## src/rtl/ss_a2d_pkg.sv

```systemverilog
// ss_a2d_pkg: state encoding and synchroniser timing constants
// shared by the single-slope A2D controller and its helpers.
package ss_a2d_pkg;

  typedef enum logic [2:0] {
    IDLE,
    SETTLE,
    CNV,
    ACCUM,
    DONE
  } a2d_state_t;

  localparam int SYNC_LAT   = 2;
  localparam int SETTLE_LEN = SYNC_LAT + 1;

endpackage

```

## src/rtl/ss_a2d_mc_ctrl_gt_sync.sv

```systemverilog
// gt_sync: two-flop comparator synchroniser plus a matching
// dac delay line so dac_d2 is the code that produced gt2.
module gt_sync #(
  parameter int DAC_W = 10
) (
  input  logic             clk,
  input  logic             rst_n,
  input  logic             gt,
  input  logic [DAC_W-1:0] dac,
  output logic             gt2,
  output logic [DAC_W-1:0] dac_d2
);

  logic             gt1;
  logic [DAC_W-1:0] dac_d1;

  always_ff @(posedge clk or negedge rst_n) begin
    if (!rst_n) begin
      gt1    <= 1'b0;
      gt2    <= 1'b0;
      dac_d1 <= '0;
      dac_d2 <= '0;
    end else begin
      gt1    <= gt;
      gt2    <= gt1;
      dac_d1 <= dac;
      dac_d2 <= dac_d1;
    end
  end

endmodule

```

## src/rtl/ss_a2d_mc_ctrl.sv

```systemverilog
// ss_a2d_mc_ctrl: multi-channel single-slope A2D controller with averaging.
// Define SS_A2D_SCAN_EN to scan all channels on each strt_cnv.
module ss_a2d_mc_ctrl
  import ss_a2d_pkg::*;
#(
  parameter int DAC_W    = 10,
  parameter int SMP_LOG2 = 3,
  parameter int NUM_CH   = 4
) (
  input  logic                      clk,
  input  logic                      rst_n,
  input  logic                      strt_cnv,
  input  logic [$clog2(NUM_CH)-1:0] chnl,
  input  logic                      gt,
  output logic [DAC_W-1:0]          dac,
  output logic [$clog2(NUM_CH)-1:0] ch_sel,
  output logic                      busy,
  output logic [DAC_W-1:0]          result,
  output logic [$clog2(NUM_CH)-1:0] rslt_ch,
  output logic                      ovr,
  output logic                      cnv_cmplt,
  output logic                      scan_done
);

  localparam int CW  = $clog2(NUM_CH);
  localparam int AW  = DAC_W + SMP_LOG2;
  localparam int SCW = $clog2(SETTLE_LEN);

  localparam logic [SCW-1:0]      SET_LAST = SCW'(SETTLE_LEN - 1);
  localparam logic [SMP_LOG2-1:0] SMP_LAST = '1;
  localparam logic [DAC_W-1:0]    DAC_MAX  = '1;
  localparam logic [CW-1:0]       CH_LAST  = CW'(NUM_CH - 1);

`ifdef SS_A2D_SCAN_EN
  localparam bit SCAN_EN = 1'b1;
`else
  localparam bit SCAN_EN = 1'b0;
`endif

  a2d_state_t state, state_nxt;

  logic                gt2;
  logic [DAC_W-1:0]    dac_d2;
  logic [SCW-1:0]      set_cnt;
  logic [SMP_LOG2-1:0] smp_cnt;
  logic [AW-1:0]       acc;
  logic [DAC_W-1:0]    sample;
  logic                ovr_flg;
  logic                scan_more;

  gt_sync #(
    .DAC_W (DAC_W)
  ) u_sync (
    .clk    (clk),
    .rst_n  (rst_n),
    .gt     (gt),
    .dac    (dac),
    .gt2    (gt2),
    .dac_d2 (dac_d2)
  );

  assign scan_more = SCAN_EN && (ch_sel != CH_LAST);

  always_ff @(posedge clk or negedge rst_n) begin
    if (!rst_n) state <= IDLE;
    else        state <= state_nxt;
  end

  always_comb begin
    state_nxt = state;
    unique case (state)
      IDLE:   if (strt_cnv) state_nxt = SETTLE;
      SETTLE: if (set_cnt == SET_LAST) state_nxt = CNV;
      CNV:    if (gt2 || dac_d2 == DAC_MAX) state_nxt = ACCUM;
      ACCUM:  state_nxt = (smp_cnt == SMP_LAST) ? DONE : SETTLE;
      DONE:   state_nxt = scan_more ? SETTLE : IDLE;
      default: state_nxt = IDLE;
    endcase
  end

  always_ff @(posedge clk or negedge rst_n) begin
    if (!rst_n) begin
      dac       <= '0;
      ch_sel    <= '0;
      busy      <= 1'b0;
      result    <= '0;
      rslt_ch   <= '0;
      ovr       <= 1'b0;
      cnv_cmplt <= 1'b0;
      scan_done <= 1'b0;
      set_cnt   <= '0;
      smp_cnt   <= '0;
      acc       <= '0;
      sample    <= '0;
      ovr_flg   <= 1'b0;
    end else begin
      cnv_cmplt <= 1'b0;
      scan_done <= 1'b0;
      unique case (state)
        IDLE: begin
          if (strt_cnv) begin
            ch_sel  <= SCAN_EN ? '0 : chnl;
            dac     <= '0;
            set_cnt <= '0;
            smp_cnt <= '0;
            acc     <= '0;
            ovr_flg <= 1'b0;
            busy    <= 1'b1;
          end
        end
        SETTLE: set_cnt <= set_cnt + SCW'(1);
        CNV: begin
          // gt2 wins over saturation so a full-scale input is not over-range
          if (gt2) begin
            sample <= dac_d2;
          end else if (dac_d2 == DAC_MAX) begin
            sample  <= DAC_MAX;
            ovr_flg <= 1'b1;
          end else if (dac != DAC_MAX) begin
            dac <= dac + DAC_W'(1);
          end
        end
        ACCUM: begin
          acc <= acc + AW'(sample);
          if (smp_cnt != SMP_LAST) begin
            smp_cnt <= smp_cnt + SMP_LOG2'(1);
            dac     <= '0;
            set_cnt <= '0;
          end
        end
        DONE: begin
          result    <= acc[AW-1:SMP_LOG2];
          rslt_ch   <= ch_sel;
          ovr       <= ovr_flg;
          cnv_cmplt <= 1'b1;
          scan_done <= SCAN_EN && !scan_more;
          busy      <= scan_more;
          dac       <= '0;
          if (scan_more) begin
            ch_sel  <= ch_sel + CW'(1);
            set_cnt <= '0;
            smp_cnt <= '0;
            acc     <= '0;
            ovr_flg <= 1'b0;
          end
        end
        default: ;
      endcase
    end
  end

endmodule

```

## config.mk

```make
export PLATFORM = sky130hd
export DESIGN_NAME = ss_a2d_mc_ctrl
export DESIGN_NICKNAME = d
export VERILOG_FILES = /design/src/rtl/ss_a2d_pkg.sv /design/src/rtl/ss_a2d_mc_ctrl_gt_sync.sv /design/src/rtl/ss_a2d_mc_ctrl.sv
export SDC_FILE = /design/constraint.sdc
export NUM_CORES = 1
export LEC_CHECK = 0
export CORE_MARGIN = 2
export CORE_UTILIZATION = 30
export DETAILED_ROUTE_END_ITERATION = 12
export PLACE_DENSITY = 0.53
export SYNTH_ARGS = -nofsm -noshare
export SYNTH_HDL_FRONTEND = slang
export SYNTH_SLANG_ARGS = --single-unit
```

## constraint.sdc

```tcl
create_clock -name clk -period 6.1 [get_ports clk]
set_input_delay 1.83 -clock clk [delete_from_list [all_inputs] [get_ports clk]]
set_output_delay 1.83 -clock clk [all_outputs]
set_load 0.02 [all_outputs]
```

Word-level counts from Yosys, hierarchy flattened --
Cells that the tools add are included.
Cells by class: $add $sub $neg 4, reduce and logical (&&, ||, !) cells 17, mux-type cells 28, equality and inequality tests 17
Operators by type and width (count):
- $mux W10 | 7
- $pmux W10 S4 | 1
- $pmux W13 S2 | 1
- $mux W3 | 6
- $ne A2 B2 Y1 const B | 8
- $add A13 B10 Y13 | 1
- $mux W13 | 1
- $pmux W3 S4 | 1
- $add A10 B1 Y10 const B | 1
- $eq A10 B10 Y1 const B | 1
- $ne A10 B10 Y1 const B | 1
- $reduce_and A3 Y1 | 3
- $reduce_and A2 Y1 | 4
- $reduce_bool A2 Y1 | 4
- $eq A3 B2 Y1 const B | 2
- $eq A3 B3 Y1 const B | 2
- $pmux W2 S3 | 1
- $pmux W3 S2 | 1
- $reduce_and A6 Y1 | 1
- $mux W1 | 5
- $mux W2 | 2
- $pmux W1 S2 | 2
- $reduce_and A4 Y1 | 1
- $reduce_bool A4 Y1 | 1
- 8 further kinds | 8
Storage, ports and cells: output and inout bits 28, bits in registers 81, input port bits 6

Longest topological paths before layout --
Gate-level depths: netlist of run 1.
word-level depth 5, gate-level depth with buffers 8, depth with buffers taken out 8

Modules after synthesis --
A second synthesis of run 1 with hierarchy kept.
Second synthesis, totals: cell total of the unflattened synthesis 301, area, all modules 3514.6 um2
Modules (own cells, without submodules):
- ss_a2d_mc_ctrl | cells each 279, area each 2964.1 um2, times used 1, sequential area each 1476.4 um2
- gt_sync | cells each 22, area each 550.5 um2, times used 1, sequential area each 550.5 um2

Worst setup path after synthesis of run 1 --
No wires, ideal clock.
path kind input -> register, from input port strt_cnv, to register ch_sel[0], buffers on the path 1, arrival 2.976 ns, data required time 5.972 ns, cell stages on the path 4, path slack 2.997 ns, cells stage by stage or3b_1 or2_2 clkbuf_1 mux2_1
Between the ends: cells in the longest elaborated chain, start to end 1
RTL lines:
- start, declared | RTL line ss_a2d_mc_ctrl.sv:12 | input logic strt_cnv,
- $reduce_and A2 Y1 (no line)
- end signal, assigned | RTL line ss_a2d_mc_ctrl.sv:102 | ch_sel <= SCAN_EN ? '0 : chnl;
- end signal, assigned | RTL line ss_a2d_mc_ctrl.sv:140 | ch_sel <= ch_sel + CW'(1);
- end, declared | RTL line ss_a2d_mc_ctrl.sv:16 | output logic [$clog2(NUM_CH)-1:0] ch_sel,
Every way passes these cells. A chain may end at the register's enable or synchronous reset.

Final worst setup path of run 1 --
from register dac[3], to output port dac[3]
RTL lines:
- start, declared | RTL line ss_a2d_mc_ctrl.sv:15 | output logic [DAC_W-1:0] dac,
- start signal, assigned | RTL line ss_a2d_mc_ctrl.sv:120 | dac <= dac + DAC_W'(1);
No word-level cell between the ends.

==> results of run 1 <==
[power breakdown]
| group | switching, mW | leakage (nW) | internal (mW) |
|---|---|---|---|
| combinational | 0.283 | 0.727 | 0.229 |
| clock | 0.204 | 0.149 | 0.339 |
| sequential | 0.0894 | 1.08 | 0.634 |
| total | 0.577 | 1.95 | 1.20 |
[final cells by class]
class / instances / area, um^2 / share of cell area [%]
clock buffer: 12 / 256 / 5.96
clock inverter: 4 / 51.3 / 1.19
inverter: 13 / 48.8 / 1.13
multi-input combinational: 197 / 1420 / 33.1
sequential: 81 / 2030 / 47.1
tap: 143 / 179 / 4.16
timing repair buffer: 32 / 318 / 7.38
[placed cells by master, fill, tap and decap left out, types with 3 or more instances in the layout]
| master | Yosys | routed |
|---|---|---|
| a41oi_1 | 3 | 3 |
| and3_1 | 5 | 5 |
| clkbuf_16 | 0 | 9 |
| ha_1 | 14 | 14 |
| o21ai_0 | 14 | 14 |
| nand2b_1 | 5 | 5 |
| a22o_1 | 5 | 5 |
| nor2_1 | 15 | 15 |
| o22a_1 | 10 | 10 |
| or3_1 | 3 | 3 |
| a21oi_1 | 15 | 15 |
| inv_1 | 13 | 13 |
| clkdlybuf4s50_1 | 0 | 31 |
| nand2_1 | 26 | 26 |
| dfrtp_1 | 81 | 81 |
| nand3_1 | 7 | 7 |
| o21ai_1 | 7 | 7 |
| nand4_1 | 4 | 4 |
| mux2_2 | 16 | 16 |
| o31ai_1 | 7 | 7 |
[sequential cells by signal (all words and copies together), names as in the netlist]
name / flops
result: 10
dac: 10
ch_sel: 2
u_sync.gt2: 1
u_sync.dac_d1: 10
ovr: 1
ovr_flg: 1
cnv_cmplt: 1
u_sync.dac_d2: 10
acc: 13
busy: 1
rslt_ch: 2
u_sync.gt1: 1
state: 3
sample: 10
smp_cnt: 3
set_cnt: 2
[worst register-to-register path, cell delays in order (launching register included)]
cell	delay (ps)
dfrtp_1	360
ha_1	180
inv_1	50
fa_1	380
nand2b_1	200
a21oi_1	310
a41o_1	300
a21oi_1	120
o311ai_0	270
[through the flow]
| stage | setup WS (ps) | std cells | util (%) | power [mW] |
|---|---|---|---|---|
| 2_1_floorplan | 3000 | 300 | - | 1.11 |
| 3_3_place_gp | 2490 | 466 | 34.8 | 1.24 |
| 3_5_place_dp | 2460 | 466 | 34.8 | 1.25 |
| 4_1_cts | 2730 | 482 | 37.5 | 1.80 |
| 5_1_grt | 2690 | 482 | 37.5 | 1.92 |
| 6_report | 2720 | 482 | 37.5 | 1.78 |
[metal layers]
| metal | wire [um] | track usage [%] |
|---|---|---|
| met2 | 3100 | 18.4 |
| met5 | 0 | 0 |
| met4 | 61 | 3.90 |
| met1 | 3400 | 16.0 |
| met3 | 230 | 3.48 |
[kinds of logic (layout without fill, tap and decap cells)]
family,after synthesis,after routing
compound gates,81,81
flops,81,81
simple gates,77,77
buf+inv,22,61
mux,19,19
fa+ha+maj,15,15
xor+xnor,4,4
other cells,1,1
[worst paths after layout]
kind                       slack (ps)          endpoint
hold / removal                    350  u_sync.dac_d2[3]
max in group asynchronous        3790         result[2]
setup / recovery                 2720            dac[3]
setup reg to reg                 3830           acc[12]
min in group asynchronous        1660        set_cnt[1]
hold reg to reg                   350  u_sync.dac_d2[3]
==> results.tsv, run 1 <==
stage	metric	value	unit
critical_path	Max Fanout on Critical Path	9	
synth	Compound-Gate Fraction of Synth Area	16.4	%
synth	top_reg_cell synth	dfrtp_1	
critical_path	Setup crit start	dac[3]	
grt	Global Route Usage Sum	11.9	%
clock_network	TritonCTS buffer count	9	
floorplanning	die area	12700	um^2
timing	RSZ-0062 raised after global routing	no	
timing	hold_ws	345	ps
finish	post-route cell area	4300	um^2
timing	Worst Skew	8.55	ps
synth	Synth Cell Area	3550	um^2
finish	final net count	355	
critical_path	crit path kind	reg2out	
synth	Post-synth top cells	dfrtp_1, nand2_1, mux2_2	
power	Worst VDD drop	0.000176	V
synth	share of Yosys cell area claimed by the top area cell type	57.0	%
grt	antenna violations before repair	0	
clock_network	CTS tree	done	
clock_network	# resized after CTS	0	
finish	Antenna diodes	0	
critical_path	Reg2Reg Depth	8	
floorplanning	initial core utilization	31.0	%
synth	Synth Area in Simple Gates	11.0	%
power	Pwr per Cell Area	413	nW/um^2
route	vias	2385	
critical_path	CP max stage cell	clkdlybuf4s50_1	
synth	Async SR Flop Fraction	100	%
clock_network	Hold Buf Count CTS	0	
finish	Layout area overhead	21.1	%
critical_path	crit path cell chain	clkdlybuf4s50_1	
placed_design	final RePlAce weighted congestion	0.781	
timing	worst rel slew slack	26.9	%
placed_design	Placed Area	4000	um^2
route	DRT iter0 DRCs	121	
route	Residual DRC	0	
route	WL final	6790	um
synth	top-count cell post-synth	dfrtp_1	
grt	vias in the first global route	2420	
floorplanning	FP Rows	39	
timing	fmax	296	MHz
timing	min Tclk post-route	3380	ps
floorplanning	die width	113	um
synth	top post-synthesis cells by area	dfrtp_1, mux2_2, ha_1	
timing	Hold Violations, Final	0	
grt	first-pass GRT wire length	12000	um
finish	share of post-route cells with drive strength above 1	12.1	%
status	status	completed	
power	Leak Pwr	1.95	nW
timing	final setup vio count	0	
worst_hold_path	hold_sp	u_sync.dac_d1[3]	
synth	number of synthesized flops with an enable pin	0	
timing	worst slew pin tran	1090	ps
clock_network	clock root buffer	clkbuf_16	
job	Max Cap Viol	0	
critical_path	FF-to-FF Start	sample[0]	
synth	Synth Warn #	0	
synth	number of cells produced by synthesis	300	
clock_network	H-tree depth	3	
placed_design	buffers added on ports	32	
synth	FF+latch count, synth	81	
clock_network	number of post-CTS setup repair buffers	0	
synth	cell type with the highest aggregate area in the netlist	dfrtp_1	
timing	fin. max-slew vios	0	
route	vias per std cell	4.95	
synth	post-synth cell types	55	
critical_path	Critical Path Start Type	flip-flop	
critical_path	Critical Path RT	4270	ps
worst_hold_path	Hold Crit Class	reg2reg	
grt	total global routing overflow	0	
route	Antenna Violating Nets Remaining	0	
grt	largest net degree at the start of global routing	82	
floorplanning	core area	11500	um^2
critical_path	family with the most delay on the worst path	buffers and inverters	
route	drt first pass iters	4	
finish	# fillers	1117	
critical_path	crit-path max cell delay	670	ps
critical_path	WP buf/inv	1	
route	Wirelength per Cell	14.1	um
clock_network	CTS max path bufs	2	
synth	Avg Inst Size Synth	11.8	um^2
synth	post-synthesis mux area share	5.95	%
critical_path	crit end category	primary output	
timing	TNS Setup	0	ps
clock_network	clk_lat worst skew	330	ps
critical_path	critical path depth in cells	1	
synth	Synthesized Nets	321	
synth	register area share after synthesis	57.0	%
floorplanning	io pins	34	
clock_network	CTS sink count	81	
synth	adder-cell share of the synthesized area	5.49	%
worst_hold_path	worst hold path depth	0	
synth	largest family of logic cells by synthesized area	compound AO/OA/AOI/OAI gates	
floorplanning	Die Ht	113	um
critical_path	Critical Path AT	1550	ps
clock_network	Worst-path clk slew	60	ps
placed_design	dpl hpwl	4750	um
synth	XOR/XNOR Fraction of Synth Area	0.986	%
timing	final worst-path cycle share	55.4	%
(Power assumes the default switching activity.)
==> run 2, diff against run 1 <==
Settings changed: PLACE_DENSITY 0.53 to 0.55.
Clock period 6.1 ns to 3.1 ns, I/O delays scaled along.
==> run 2 against run 1 <==
Effect of this change: non-clock buffer count grew 2; sequential cell count is the same; worst setup slack lost 2100 ps; global-route usage is essentially flat; critical path type unchanged.
==> results.tsv, run 2 (same netlist as run 1, synthesis figures left out) <==
stage	metric	value	unit	change
critical_path	crit path kind	reg2out		
power	Int Pwr	2.36	mW	+96%
clock_network	CTS tree	done		
job	Max Cap Viol	0		unchanged
route	DRT iter0 DRCs	101		-17%
finish	max FFs per register	13		unchanged
timing	fin. max-slew vios	0		unchanged
floorplanning	die area	12700	um^2	unchanged
clock_network	H-tree depth	3		unchanged
finish	Reg area	2030	um^2	unchanged
clock_network	number of post-CTS setup repair buffers	0		unchanged
timing	final setup vio count	0		unchanged
critical_path	Reg2Reg Depth	8		unchanged
timing	Hold Violations, Final	0		unchanged
route	vias	2400		+0.63%
finish	final net count	357		+0.56%
floorplanning	io pins	34		unchanged
route	Wirelength per Cell	14.3	um	+1.6%
grt	largest net degree at the start of global routing	82		unchanged
finish	most frequent cells in the layout	dfrtp_1, clkdlybuf4s50_1, nand2_1, mux2_2		
finish	area of the multi-input gates	1420	um^2	unchanged
critical_path	FF-to-FF Start	sample[0]		
finish	Top reg by flops	acc		
critical_path	Critical Path RT	2170	ps	-2100 ps
critical_path	reg-to-reg endpoint	acc[12]		
clock_network	Worst-path clk slew	70	ps	about the same
critical_path	critical path depth in cells	1		unchanged
finish	Layout area overhead	22.1	%	
clock_network	CTS sink count	81		unchanged
power	sequential power share	40.2	%	-0.5 points
timing	Worst Skew	9.72	ps	+1.17 ps
power	net switching power	1.17	mW	+100%
clock_network	Hold Buf Count CTS	0		unchanged
critical_path	slack of the worst reg-to-reg path	750	ps	-3080 ps
placed_design	Post-Place Setup Slack	363	ps	-2100 ps
placed_design	final RePlAce weighted congestion	0.796		+1.9%
route	WL final	6930	um	+2.0%
critical_path	Setup crit start	dac[3]		
floorplanning	Die Ht	113	um	unchanged
clock_network	TritonCTS buffer count	9		unchanged
grt	vias in the first global route	2426		+0.25%
critical_path	crit-path max cell delay	670	ps	about the same
floorplanning	initial core utilization	31.0	%	unchanged
finish	Antenna diodes	0		unchanged
timing	worst slew pin tran	634	ps	-458 ps
timing	setup ws final	648	ps	-2070 ps
route	Residual DRC	0		unchanged
floorplanning	die width	113	um	unchanged
critical_path	Max Fanout on Critical Path	9		unchanged
placed_design	dpl hpwl	4810	um	+1.4%
critical_path	family with the most delay on the worst path	buffers and inverters		
critical_path	WP buf/inv	1		unchanged
route	drt first pass iters	4		unchanged
route	vias per std cell	4.96		+0.21%
finish	# fillers	1100		-1.5%
power	Gate power share	28.6	%	-0.2 points
power	Leak Pwr	1.97	nW	+0.88%
worst_hold_path	Hold Crit Class	reg2reg		
floorplanning	FP Rows	39		unchanged
power	Pwr per Cell Area	814	nW/um^2	+97%
timing	min Tclk post-route	2450	ps	
power	Worst VDD drop	0.000281	V	+60%
timing	fmax	408	MHz	
timing	RSZ-0062 raised after global routing	no		
clock_network	clk_lat worst skew	330	ps	about the same
critical_path	Critical Path Start Type	flip-flop		
power	switching share of total power	33.2	%	+0.79 points
timing	final worst-path cycle share	79.1	%	
finish	share of post-route cells with drive strength above 1	12.9	%	+0.81 points
timing	worst rel slew slack	57.6	%	+31 points
timing	TNS Setup	0	ps	unchanged
clock_network	CTS max path bufs	2		unchanged
finish	most common cell after layout, fill and taps aside	dfrtp_1		
grt	Global Route Usage Sum	11.8	%	-0.042 points
critical_path	CP max stage cell	clkdlybuf4s50_1		
critical_path	crit path cell chain	clkdlybuf4s50_1		
placed_design	buffers added on ports	32		unchanged
clock_network	clock root buffer	clkbuf_16		
power	clock share of power	31.2	%	+0.7 points
grt	first-pass GRT wire length	12100	um	+1.2%
clock_network	# resized after CTS	0		unchanged
grt	antenna violations before repair	0		unchanged
status	status	completed		
route	Antenna Violating Nets Remaining	0		unchanged
grt	total global routing overflow	0		unchanged
critical_path	crit end category	primary output		
critical_path	CP endpoint	dac[3]		
critical_path	Critical Path AT	1520	ps	-30 ps
floorplanning	core area	11500	um^2	unchanged
[run 2: cell types whose count changed in the layout (fill, tap and decap cells not counted), sizes merged]
| cell | previous run | this run |
|---|---|---|
| inv | 13 | 15 |
| clkbuf | 12 | 10 |
| buf | 1 | 3 |
[run 2: worst min path at each step]
stage	to	slack, ps	startpoint	cells after the start
floorplan	u_sync.dac_d2[0]	330	u_sync.dac_d1[0]	0
global route	u_sync.dac_d2[2]	360	u_sync.dac_d1[2]	0
finish	u_sync.dac_d2[2]	350	u_sync.dac_d1[2]	0
CTS	u_sync.dac_d2[2]	350	u_sync.dac_d1[2]	0
global placement	u_sync.dac_d2[6]	330	u_sync.dac_d1[6]	0
detailed placement	u_sync.dac_d2[2]	330	u_sync.dac_d1[2]	0
[run 2: final cells by class]
class | instances | area share [%]
Inverter | 13 | 1.12
Tap cell | 143 | 4.12
Clock buffer | 10 | 5.51
Multi-Input combinational cell | 197 | 32.8
Sequential cell | 81 | 46.7
Timing Repair Buffer | 34 | 7.96
Clock inverter | 6 | 1.73
[run 2: power by group through the flow]
stage,sequential (mW),clock (mW),combinational [mW]
global placement,1.44,0,0.987
CTS,1.43,1.13,1.01
detailed placement,1.45,0,1.01
finish,1.42,1.10,1.01
floorplan,1.38,0,0.804
global route,1.45,1.19,1.15
[run 2: through the flow]
stage / cells / util (%) / hold slack (ps) / power [mW] / area (um^2)
after global routing: 484 / 37.8 / 357 / 3.79 / 4340
after CTS: 484 / 37.8 / 350 / 3.57 / 4340
after global placement: 468 / 35.1 / 333 / 2.43 / 4020
final: 484 / 37.8 / 349 / 3.53 / 4340
after floorplan: 300 / - / 331 / 2.18 / 3550
after detailed placement: 468 / 35.1 / 335 / 2.45 / 4020
[run 2: routing by layer]
layer	global-route usage, %	up-vias	share of wire [%]
met5	0	-	0
met4	2.93	0	0.48
met3	3.21	4	3.4
met2	18.7	49	47
met1	16.2	1174	49
li1	-	1173	-
==> run 3, diff against run 2 <==
Settings changed: PLACE_DENSITY 0.55 to 0.53.
Clock period 3.1 ns to 2.5 ns, I/O delays scaled along.
==> run 3 against run 2 <==
Effect of this change: critical path depth increased by 5; clock-buffer cell count unchanged; non-clock buffer count increased by 7; clock power increased by 25%; critical endpoint is now acc[11]; largest power group unchanged.
==> results.tsv, run 3 (same netlist as run 1, synthesis figures left out) <==
stage	metric	value	unit	change
critical_path	Critical Path Start Type	flip-flop		
finish	Antenna diodes	0		unchanged
route	met2 WL	3210	um	-1.1%
grt	total global routing overflow	0		unchanged
timing	hold_ws	347	ps	-1.24 ps
job	Max Cap Viol	0		unchanged
floorplanning	initial core utilization	31.0	%	unchanged
route	WL final	7030	um	+1.5%
worst_hold_path	Hold Crit Class	reg2reg		
critical_path	crit end category	flip-flop		
clock_network	# resized after CTS	0		unchanged
finish	most common cell after layout, fill and taps aside	dfrtp_1		
route	uppermost layer routed	met4		
finish	Top reg by flops	acc		
floorplanning	io pins	34		unchanged
power	Leak Pwr	2.01	nW	+1.9%
clock_network	TritonCTS buffer count	9		unchanged
power	total power	4.43	mW	+26%
clock_network	CTS tree	done		
route	vias per std cell	4.92		-0.77%
grt	largest net degree at the start of global routing	82		unchanged
finish	max FFs per register	13		unchanged
route	Residual DRC	0		unchanged
timing	Worst Skew	7.81	ps	-1.91 ps
route	Wirelength per Cell	14.3	um	about the same
grt	Global Route Usage Sum	12.1	%	+0.24 points
grt	antenna violations before repair	0		unchanged
placed_design	final RePlAce weighted congestion	0.827		+3.9%
timing	TNS Setup	0	ps	unchanged
critical_path	Critical Path RT	2760	ps	+590 ps
timing	worst slew pin tran	626	ps	-7.44 ps
floorplanning	die width	113	um	unchanged
clock_network	clock root buffer	clkbuf_16		
finish	Layout area overhead	23.5	%	
timing	Hold Violations, Final	0		unchanged
timing	final worst-path cycle share	90.6	%	
route	met1 WL	3480	um	+1.9%
finish	share of post-route cells with drive strength above 1	14.7	%	+1.8 points
grt	first-pass GRT wire length	12200	um	+0.51%
finish	most frequent cells in the layout	dfrtp_1, clkdlybuf4s50_1, nand2_1, mux2_2		
route	Antenna Violating Nets Remaining	0		unchanged
finish	final net count	364		+2.0%
timing	fin. max-slew vios	0		unchanged
clock_network	CTS sink count	81		unchanged
clock_network	number of post-CTS setup repair buffers	0		unchanged
timing	worst rel slew slack	58.1	%	+0.50 points
timing	fmax	441	MHz	
power	Pwr per Cell Area	1010	nW/um^2	+24%
route	DRT iter0 DRCs	94		-6.9%
floorplanning	die area	12700	um^2	unchanged
clock_network	Hold Buf Count CTS	0		unchanged
power	Worst VDD drop	0.000367	V	+31%
clock_network	Worst-path clk slew	60	ps	about the same
route	met3 wire len	231	um	-1.3%
clock_network	CTS max path bufs	2		unchanged
placed_design	dpl hpwl	4900	um	+1.8%
critical_path	Critical Path AT	2530	ps	+1010 ps
route	vias	2416		+0.67%
timing	final setup vio count	0		unchanged
critical_path	Max Fanout on Critical Path	5		-4
route	drt first pass iters	4		unchanged
floorplanning	core area	11500	um^2	unchanged
finish	final core utilization	38.3	%	+0.44 points
clock_network	clk_lat worst skew	340	ps	about the same
timing	min Tclk post-route	2270	ps	
floorplanning	FP Rows	39		unchanged
grt	vias in the first global route	2405		-0.87%
status	status	completed		
critical_path	crit path kind	reg2reg		
floorplanning	Die Ht	113	um	unchanged
placed_design	buffers added on ports	32		unchanged
timing	RSZ-0062 raised after global routing	no		
clock_network	H-tree depth	3		unchanged
finish	# fillers	1096		-0.36%
## run 3: area by class of cell
cell class / count / area (um^2) / area share [%]
clock buffer: 10 / 239 / 5.45
clock inverter: 6 / 72.6 / 1.65
inverter: 13 / 48.8 / 1.11
multi-input combinational: 197 / 1420 / 32.4
sequential: 81 / 2030 / 46.2
tap: 143 / 179 / 4.08
timing repair buffer: 41 / 398 / 9.07
## run 3: path summary, 6_finish.rpt
check	start	end	slack, ps	depth (start not counted)
worst min-delay path	u_sync.dac_d1[3]	u_sync.dac_d2[3]	350	0
max in group asynchronous	rst_n	result[3]	1730	2
worst max register to register	acc[3]	acc[11]	230	6
worst max-delay path	acc[3]	acc[11]	230	6
worst min register to register	u_sync.dac_d1[3]	u_sync.dac_d2[3]	350	0
min in group asynchronous	rst_n	set_cnt[0]	410	2
## run 3: metrics by stage
stage	instance area (um^2)	setup slack, ps	cells
after floorplan	3550	453	300
after global placement	4080	43.6	475
after detailed placement	4080	5.86	475
after CTS	4390	202	491
after global routing	4390	88.8	491
final	4390	234	491
## run 3: where the power goes
group          switching [mW]  internal [mW]  total, mW
combinational           0.701          0.600       1.30
sequential              0.212           1.55       1.76
clock                   0.557          0.817       1.37
## run 3: metal layers
layer	track usage [%]	vias up
li1	-	1182
met1	16.1	1186
met2	18.6	39
met3	3.70	9
met4	4.47	0
met5	0	-
## run 3: worst max-delay path, cell delays in order (launching register included)
cell      delay (ps)
dfrtp_1          430
ha_1             380
nand2_1           70
o311a_1          390
a211o_1          340
a311oi_1         360
mux2i_1          220
